--- src/rtl/led_frame_builder.sv ---
// Turns a set of per-bin LED counts into a fixed-length stream of LEDS LEDs.
// Bins are emitted in ascending order, then the stream is padded with blanks. Output moves only on a ready handshake.
module led_frame_builder #(
  parameter int LEDS    = 50,
  parameter int BIN_QTY = 12
) (
  input  logic                                    clk,
  input  logic                                    rst,
  input  logic [BIN_QTY-1:0][$clog2(LEDS)-1:0]    LEDCount_i,
  input  logic                                    data_v_i,
  input  logic                                    ready_i,
  output logic                                    ledValid_o,
  output logic [$clog2(BIN_QTY)-1:0]              ledBin_o,
  output logic                                    ledBlank_o,
  output logic                                    frameStart_o,
  output logic                                    frameEnd_o,
  output logic                                    busy_o,
  output logic                                    dropped_o
);

  localparam int CW = $clog2(LEDS);
  localparam int BW = $clog2(BIN_QTY);
  localparam int PW = $clog2(LEDS) + 1;
  localparam logic [PW-1:0] LAST = PW'(LEDS - 1);

  typedef enum logic [1:0] {
    IDLE = 2'd0,
    EMIT = 2'd1,
    PAD  = 2'd2
  } state_t;

  state_t                       state_r, state_s;
  logic [BIN_QTY-1:0][CW-1:0]   rem_r, rem_s;
  logic [PW-1:0]                pos_r, pos_s;
  logic                         valid_s, blank_s, start_s, end_s, dropped_s;
  logic [BW-1:0]                bin_s;
  logic [BW:0]                  hit_in_s, hit_rem_s;

  // {found, index} of the lowest-numbered bin with a nonzero count.
  function automatic logic [BW:0] first_nz(input logic [BIN_QTY-1:0][CW-1:0] c);
    logic [BW:0] r;
    r = {(BW+1){1'b0}};
    for (int i = BIN_QTY - 1; i >= 0; i--) begin
      if (c[i] != {CW{1'b0}}) begin
        r = {1'b1, BW'(i)};
      end
    end
    return r;
  endfunction

  assign hit_in_s  = first_nz(LEDCount_i);
  assign hit_rem_s = first_nz(rem_r);

  // rem_r holds what is left after the LED currently on the outputs.
  // Each step therefore picks the next LED straight from rem_r, so zero-count bins never cost a cycle.
  always_comb begin
    state_s   = state_r;
    rem_s     = rem_r;
    pos_s     = pos_r;
    valid_s   = ledValid_o;
    bin_s     = ledBin_o;
    blank_s   = ledBlank_o;
    start_s   = frameStart_o;
    end_s     = frameEnd_o;
    dropped_s = 1'b0;
    case (state_r)
      IDLE: begin
        if (data_v_i) begin
          pos_s   = {PW{1'b0}};
          valid_s = 1'b1;
          start_s = 1'b1;
          end_s   = (LAST == {PW{1'b0}});
          rem_s   = LEDCount_i;
          if (hit_in_s[BW]) begin
            state_s = EMIT;
            rem_s[hit_in_s[BW-1:0]] = LEDCount_i[hit_in_s[BW-1:0]] - CW'(1);
            bin_s   = hit_in_s[BW-1:0];
            blank_s = 1'b0;
          end else begin
            state_s = PAD;
            bin_s   = {BW{1'b0}};
            blank_s = 1'b1;
          end
        end else begin
          state_s = IDLE;
        end
      end
      EMIT, PAD: begin
        dropped_s = data_v_i;
        if (ready_i) begin
          if (pos_r == LAST) begin
            state_s = IDLE;
            valid_s = 1'b0;
            bin_s   = {BW{1'b0}};
            blank_s = 1'b0;
            start_s = 1'b0;
            end_s   = 1'b0;
          end else begin
            pos_s   = pos_r + PW'(1);
            start_s = 1'b0;
            end_s   = ((pos_r + PW'(1)) == LAST);
            if (hit_rem_s[BW]) begin
              state_s = EMIT;
              rem_s[hit_rem_s[BW-1:0]] = rem_r[hit_rem_s[BW-1:0]] - CW'(1);
              bin_s   = hit_rem_s[BW-1:0];
              blank_s = 1'b0;
            end else begin
              state_s = PAD;
              bin_s   = {BW{1'b0}};
              blank_s = 1'b1;
            end
          end
        end else begin
          state_s = state_r;
        end
      end
      default: begin
        state_s = IDLE;
        valid_s = 1'b0;
      end
    endcase
  end

  // State, counters and registered outputs.
  always_ff @(posedge clk) begin
    if (rst) begin
      state_r      <= IDLE;
      rem_r        <= '0;
      pos_r        <= {PW{1'b0}};
      ledValid_o   <= 1'b0;
      ledBin_o     <= {BW{1'b0}};
      ledBlank_o   <= 1'b0;
      frameStart_o <= 1'b0;
      frameEnd_o   <= 1'b0;
      busy_o       <= 1'b0;
      dropped_o    <= 1'b0;
    end else begin
      state_r      <= state_s;
      rem_r        <= rem_s;
      pos_r        <= pos_s;
      ledValid_o   <= valid_s;
      ledBin_o     <= bin_s;
      ledBlank_o   <= blank_s;
      frameStart_o <= start_s;
      frameEnd_o   <= end_s;
      busy_o       <= (state_s != IDLE);
      dropped_o    <= dropped_s;
    end
  end

endmodule

--- config.mk ---
export PLATFORM = sky130hd
export DESIGN_NAME = led_frame_builder
export DESIGN_NICKNAME = d
export VERILOG_FILES = /design/src/rtl/led_frame_builder.sv
export SDC_FILE = /design/constraint.sdc
export NUM_CORES = 1
export LEC_CHECK = 0
export CORE_ASPECT_RATIO = 1.75
export CORE_UTILIZATION = 50
export DETAILED_ROUTE_END_ITERATION = 10
export PLACE_DENSITY = 0.72
export RECOVER_POWER = 25
export SLEW_MARGIN = 10
export SYNTH_ARGS = -nofsm -noshare
export SYNTH_HDL_FRONTEND = slang
export SYNTH_SLANG_ARGS = --single-unit
export TNS_END_PERCENT = 5
--- constraint.sdc ---
create_clock -name clk -period 6.2 [get_ports clk]
set_input_delay 0.62 -clock clk [delete_from_list [all_inputs] [get_ports clk]]
set_output_delay 0.62 -clock clk [all_outputs]
set_load 0.05 [all_outputs]
======== Word level (Yosys, flattened, before mapping) ========
Index checks and enable logic that the tools add are counted.
word-level totals
  bits in registers ....................... 91
  word-level logic and storage cells ...... 145
  input port bits ......................... 76
  output and inout bits ................... 10
cells by class
  bitwise logic cells ..................... 1
  $add $sub $neg .......................... 3
  reduce and logical (&&, ||, !) cells .... 35
  muxes and demuxes ....................... 72
  eq/ne operators ......................... 9
  $lt $le $gt $ge ......................... 4
operator list
  cell                   count
  $mux W72               5
  $bwmux W72             2
  $pmux W72 S2           1
  $reduce_bool A6 Y1     24
  $mux W5                24
  $bmux W6 S4            2
  $demux W6 S4           2
  $mux W6                4
  $mux W7                3
  $mux W4                5
  $eq A7 B6 Y1 const B   2
  $pmux W7 S2            1
  $mux W1                12
  $sub A6 B1 Y6 const B  2
  $lt A4 B5 Y1 const B   2
  $mux W2                5
  $ne A2 B2 Y1 const B   5
  $ge A4 B1 Y1 const B   2
  $pmux W1 S2            4
  $pmux W4 S2            1
  $add A7 B1 Y7 const B  1
  $reduce_and A3 Y1      2
  $reduce_and A5 Y1      1
  $pmux W2 S2            1
  other kinds (8)        11

======== Longest topological paths before layout ========
  word-level depth ........................ 22
  gate-level depth with buffers ........... 18
  gate-level depth less buffers ........... 14

======== Worst setup path before layout ========
OpenSTA, ideal clock, no wires.
  path type ............................... in2reg
  from .................................... input port LEDCount_i[8] in the netlist's numbering
  to ...................................... register rem_r[10] in the netlist's numbering
  cell stages on the path ................. 17
  slack ................................... 2.205 ns
  arrival time ............................ 3.904 ns
  buffers on the path ..................... 4
  setup time .............................. 0.091 ns
  required time ........................... 6.109 ns
  cells stage by stage .................... or4_1 -> a211oi_1 -> a211oi_1 -> a21boi_1 -> buf_4 -> a211oi_1 -> a22oi_1 -> and4_1 -> clkbuf_1 -> inv_1 -> clkbuf_1 -> ha_1 -> nand3_1 -> xor2_1 -> buf_2 -> a31oi_1 -> a311oi_1
on the way
  longest elaborated chain between the ends .. 11
  elaborated cells on any way between the ends .. 15
  those cells by class .................... add/sub (1); order compare (2); mux (10); reduce/logical (2)
ends and longest elaborated chain
  element                                                                RTL line  text
  start, declared                                                        9         input logic [BIN_QTY-1:0][$clog2(LEDS)-1:0] LEDCount_i,
  parallel branches: the longest is 8 deep, another holds $sub A6 B1 Y6  -
  $mux W72 (*)                                                           74        if (hit_in_s[BW]) begin
  $mux W72 (*)                                                           68        if (data_v_i) begin
  $pmux W72 S2 (*)                                                       66        case (state_r)
  end signal, assigned                                                   139       rem_r <= rem_s;
  end, declared                                                          33        logic [BIN_QTY-1:0][CW-1:0] rem_r, rem_s;
Every way passes the cells marked *. The select of a mux whose other input is x is not followed.
A chain may end at the register's enable or synchronous reset.

======== Worst setup path after layout ========
  from .................................... input port LEDCount_i[61] in the netlist's numbering
  to ...................................... register rem_r[56] in the netlist's numbering
on the way
  longest elaborated chain between the ends .. 20
  elaborated cells on any way between the ends .. 24
  those cells by class .................... add/sub (1); order compare (2); mux (19); reduce/logical (2)
ends and longest elaborated chain
  element                                                                      RTL line
  parallel branches: the longest is 17 deep, another holds $reduce_bool A6 Y1  -
  $mux W72 (*)                                                                 74
  $mux W72 (*)                                                                 68
  $pmux W72 S2 (*)                                                             66
Marked as above.

==> results by group <==
Status
  • Status: complete, but fails checks
  • Failing checks: capacitance limit, slew limit

Clocking
  • Worst skew pair latency: between 0.3 and 0.4 ns
  • Num Clock Sinks: 91
  • Worst-path clk slew: 0.07 ns
  • Longest Clk Path Bufs: 2
  • Hold-fix buffers at CTS: 0
  • H-Tree Depth: 3
  • CTS tree: built
  • CTS buffer count: 9
  • Setup bufs post-CTS: 0
  • Resized cells post-CTS: 0
  • Clock root buffer: clkbuf_16

Pwr
  • Sw frac: 0.442
  • Clock Power Share: 0.238
  • PD cells: approximately 270 mW/mm²
  • Sw Pwr: about 1.0 mW
  • P_int: 1.32 mW
  • Leakage Power: 3.11 nW
  • VDD IR max: 150 µV
  • Comb pwr share: 0.453
  • Part of the power in registers: 0.309

Logic synthesis
  • Seq/Total Area, Yosys: 0.247
  • EDFF count, synth: 0
  • Post-synthesis net count: 1096
  • Synth Register Bits: roughly 90
  • Netlist cell types: a little under 80
  • Post-synthesis instance area: 0.00737 mm²
  • Syn avg cell area: roughly 7.3 µm²
  • Yosys warns: 0
  • Cell count after synthesis: around 1000
  • Primary FF master, synth: dfxtp_1
  • Asr flop ratio synth: 0

STA
  • Slew HR: -0.0174
  • Fin crit share: 0.904
  • Final hold vios: 0
  • Unrepaired setup endpoints after global routing: false
  • Min Tclk post-route: 5.60 ns
  • Hold_ws: 0.491 ns
  • Pins Over Slew Limit: 34
  • Max Clk Rate: 0.178 GHz
  • Final setup skew: 0.0131 ns
  • Setup violators final: 0
  • Worst slew pin tran: 1.53 ns
  • Setup TNS: 0 ns

Cells and area
  • Most frequent cells in the layout: nor2_1, nand2_1, dfxtp_1, clkdlybuf4s50_1, o21ai_0
  • Commonest non-fill, non-tap cell in the layout: nor2_1
  • Area of the multi-input gates: 0.00519 mm²
  • Layout cells sized above 1: 0.0836
  • Fillers: 1402
  • Final instance area: 0.00866 mm²
  • Register Area: 0.00182 mm²
  • Area delta synth->final: 17.5%
  • Antenna fix cells: 0
  • Nets: 1156

Global routing
  • Global-route wire length before repair: 47.0 mm
  • Antenna violations before repair: 0
  • Vias in the first global route: around 8100
  • Pin count of the biggest net entering global routing: 90
  • GRT Residual Overflow: 0
  • GRT Total Usage: 0.412

Worst setup path
  • Worst setup EP type: flop
  • Worst r2r dst: rem_r[33]$_SDFFE_PP0P_
  • Critical path destination: rem_r[56]$_SDFFE_PP0P_
  • CP max FO: 13
  • Worst Setup SP: LEDCount_i[61]
  • Crit Path Class: in -> reg
  • Worst reg2reg setup slack: between 1 and 1.5 ns
  • Worst endpoint required time: about 6.4 ns
  • Crit path largest cell delay: 0.89 ns
  • Slowest CP cell: xnor2_1
  • Worst path depth: 14
  • Arrival @ worst endpoint: around 5.9 ns
  • Worst path top cell family by delay: compound AO/OA/AOI/OAI gates
  • RR Startpoint: rem_r[12]$_SDFFE_PP0P_
  • Cell mode on critical path: a211oi_1
  • Depth of the worst register-to-register path: 11
  • Critical path cell sequence: clkdlybuf4s50_1, or4_1, a211oi_1, o211ai_1, a21boi_2, a211oi_1, a22oi_1, and4_1, inv_1, ha_1, xnor2_1, mux2_2, a22oi_1, a211oi_1
  • Startpoint Class: input port
  • CP Buf/Inv Count: 2

Routing
  • Detailed-route vias per instance: slightly below 7
  • Wirelength per Cell: 24.8 µm
  • 1st-iter DRT viols: about 1000
  • Post-route DRC: 0
  • Routed Antenna Nets: 0
  • Via count: 8608
  • Drt pass-1 iters: 6
  • Drt total wl: 31.2 mm

Placed design
  • Placed instance area: 0.00837 mm²
  • GPL Wtd Cong: 1.09
  • Dpl hpwl: 24.3 mm
  • Number of I/O port buffers: 85

Job
  • Maxcap violations: 1

Die
  • Rows: 58
  • Die X: 93.8 µm
  • Initial Utilization: 0.513
  • Core Box Area: about 0.014 mm²
  • Num ports: 86
  • Die Span Y: roughly 160 µm
  • Full die area: ~0.015 mm²

Hold path
  • Hold Crit Class: reg -> reg
-- cell families after synthesis --
family                     after synthesis  synth area share
and+or+nand+nor                        445             0.288
AOI/OAI and AO/OA                      317             0.303
DFF                                     91             0.247
buffers and inverters                   84            0.0496
muxes                                   61            0.0890
xor gates and xnor gates                 8            0.0105
adders and majority gates                7            0.0119
-- Yosys cell counts, drive strengths merged (7+ instances only) --
library cell  instances  area share
and2                  9      0.0076
dfxtp                91        0.25
nor2b                 7      0.0059
and3                 16       0.014
ha                    7       0.012
buf                  15       0.014
o21a                 12       0.012
inv                  19      0.0097
o21ai                72       0.049
mux2i                49       0.067
a22oi                16       0.016
nor4                 24       0.024
mux2                 10       0.016
nand3                47       0.032
a311oi               25       0.031
a21oi                47       0.032
o221ai               23       0.027
a211o                 8      0.0095
nand2                92       0.047
nor3                 27       0.018
or4                   7      0.0076
nor2                171       0.088
clkbuf               50       0.026
a31oi                21       0.018
o211ai                8      0.0082
or2                  11      0.0093
nand4                13       0.011
a211oi               39       0.040
o211a                 7      0.0095
-- power by group through the flow --
stage                     sequential [mW]  clock, mW  combinational (mW)
after CTS                           0.726      0.559                1.03
after global routing                0.737      0.586                1.13
final                               0.732      0.563                1.07
after detailed placement            0.738          0                1.03
after global placement              0.738          0                1.03
after floorplan                     0.728          0               0.671
-- worst min-delay path, stage by stage, from the launching register on --
cell and delay (ns):
dfxtp_1 0.31, nor2_1 0.09, nor3_1 0.05
-- metal layers --
| metal | track usage | vias to the layer above | part of all wire |
|---|---|---|---|
| met1 | 0.479 | 3941 | 0.36 |
| met3 | 0.0551 | 158 | 0.081 |
| li1 | - | 3935 | - |
| met2 | 0.695 | 574 | 0.48 |
| met4 | 0.274 | 0 | 0.079 |
| met5 | 0 | - | 0 |
-- area by class of cell --
class                   instances  share of cell area
well taps                     180              0.0260
clock inverters                 5             0.00723
flip-flops and latches         91               0.210
clock buffers                  10              0.0264
multi-input cells             838               0.600
inverters                      19             0.00824
repair buffers                114               0.122
-- through the flow --
stage	util	total power, mW	cells	setup slack, ns
finish	0.603	2.37	1257	0.597
global route	0.603	2.46	1257	0.470
global placement	0.583	1.77	1242	0.565
detailed placement	0.583	1.77	1242	0.437
CTS	0.603	2.32	1257	0.751
floorplan	-	1.40	1013	2.20
-- registers in the layout, indices dropped and copies added (netlist names) --
name,count
ledBlank_o,1
ledBin_o,4
pos_r,7
rem_r,72
state_r,2
frameStart_o,1
ledValid_o,1
busy_o,1
frameEnd_o,1
dropped_o,1
-- worst min path at each step --
| stage | from | endpoint | slack (ns) | cells past startpoint |
|---|---|---|---|---|
| 5_1_grt | ledBin_o[2]$_SDFFE_PP0P_ | ledBin_o[2]$_SDFFE_PP0P_ | 0.53 | 2 |
| 3_5_place_dp | ledBin_o[1]$_SDFFE_PP0P_ | ledBin_o[1]$_SDFFE_PP0P_ | 0.48 | 2 |
| 2_1_floorplan | rem_r[32]$_SDFFE_PP0P_ | rem_r[32]$_SDFFE_PP0P_ | 0.48 | 2 |
| 4_1_cts | ledBin_o[1]$_SDFFE_PP0P_ | ledBin_o[1]$_SDFFE_PP0P_ | 0.50 | 2 |
| 6_report | ledBin_o[1]$_SDFFE_PP0P_ | ledBin_o[1]$_SDFFE_PP0P_ | 0.49 | 2 |
| 3_3_place_gp | frameStart_o$_SDFFE_PP0P_ | frameStart_o$_SDFFE_PP0P_ | 0.47 | 2 |
No activity file was read; power rests on OpenSTA's default activity.
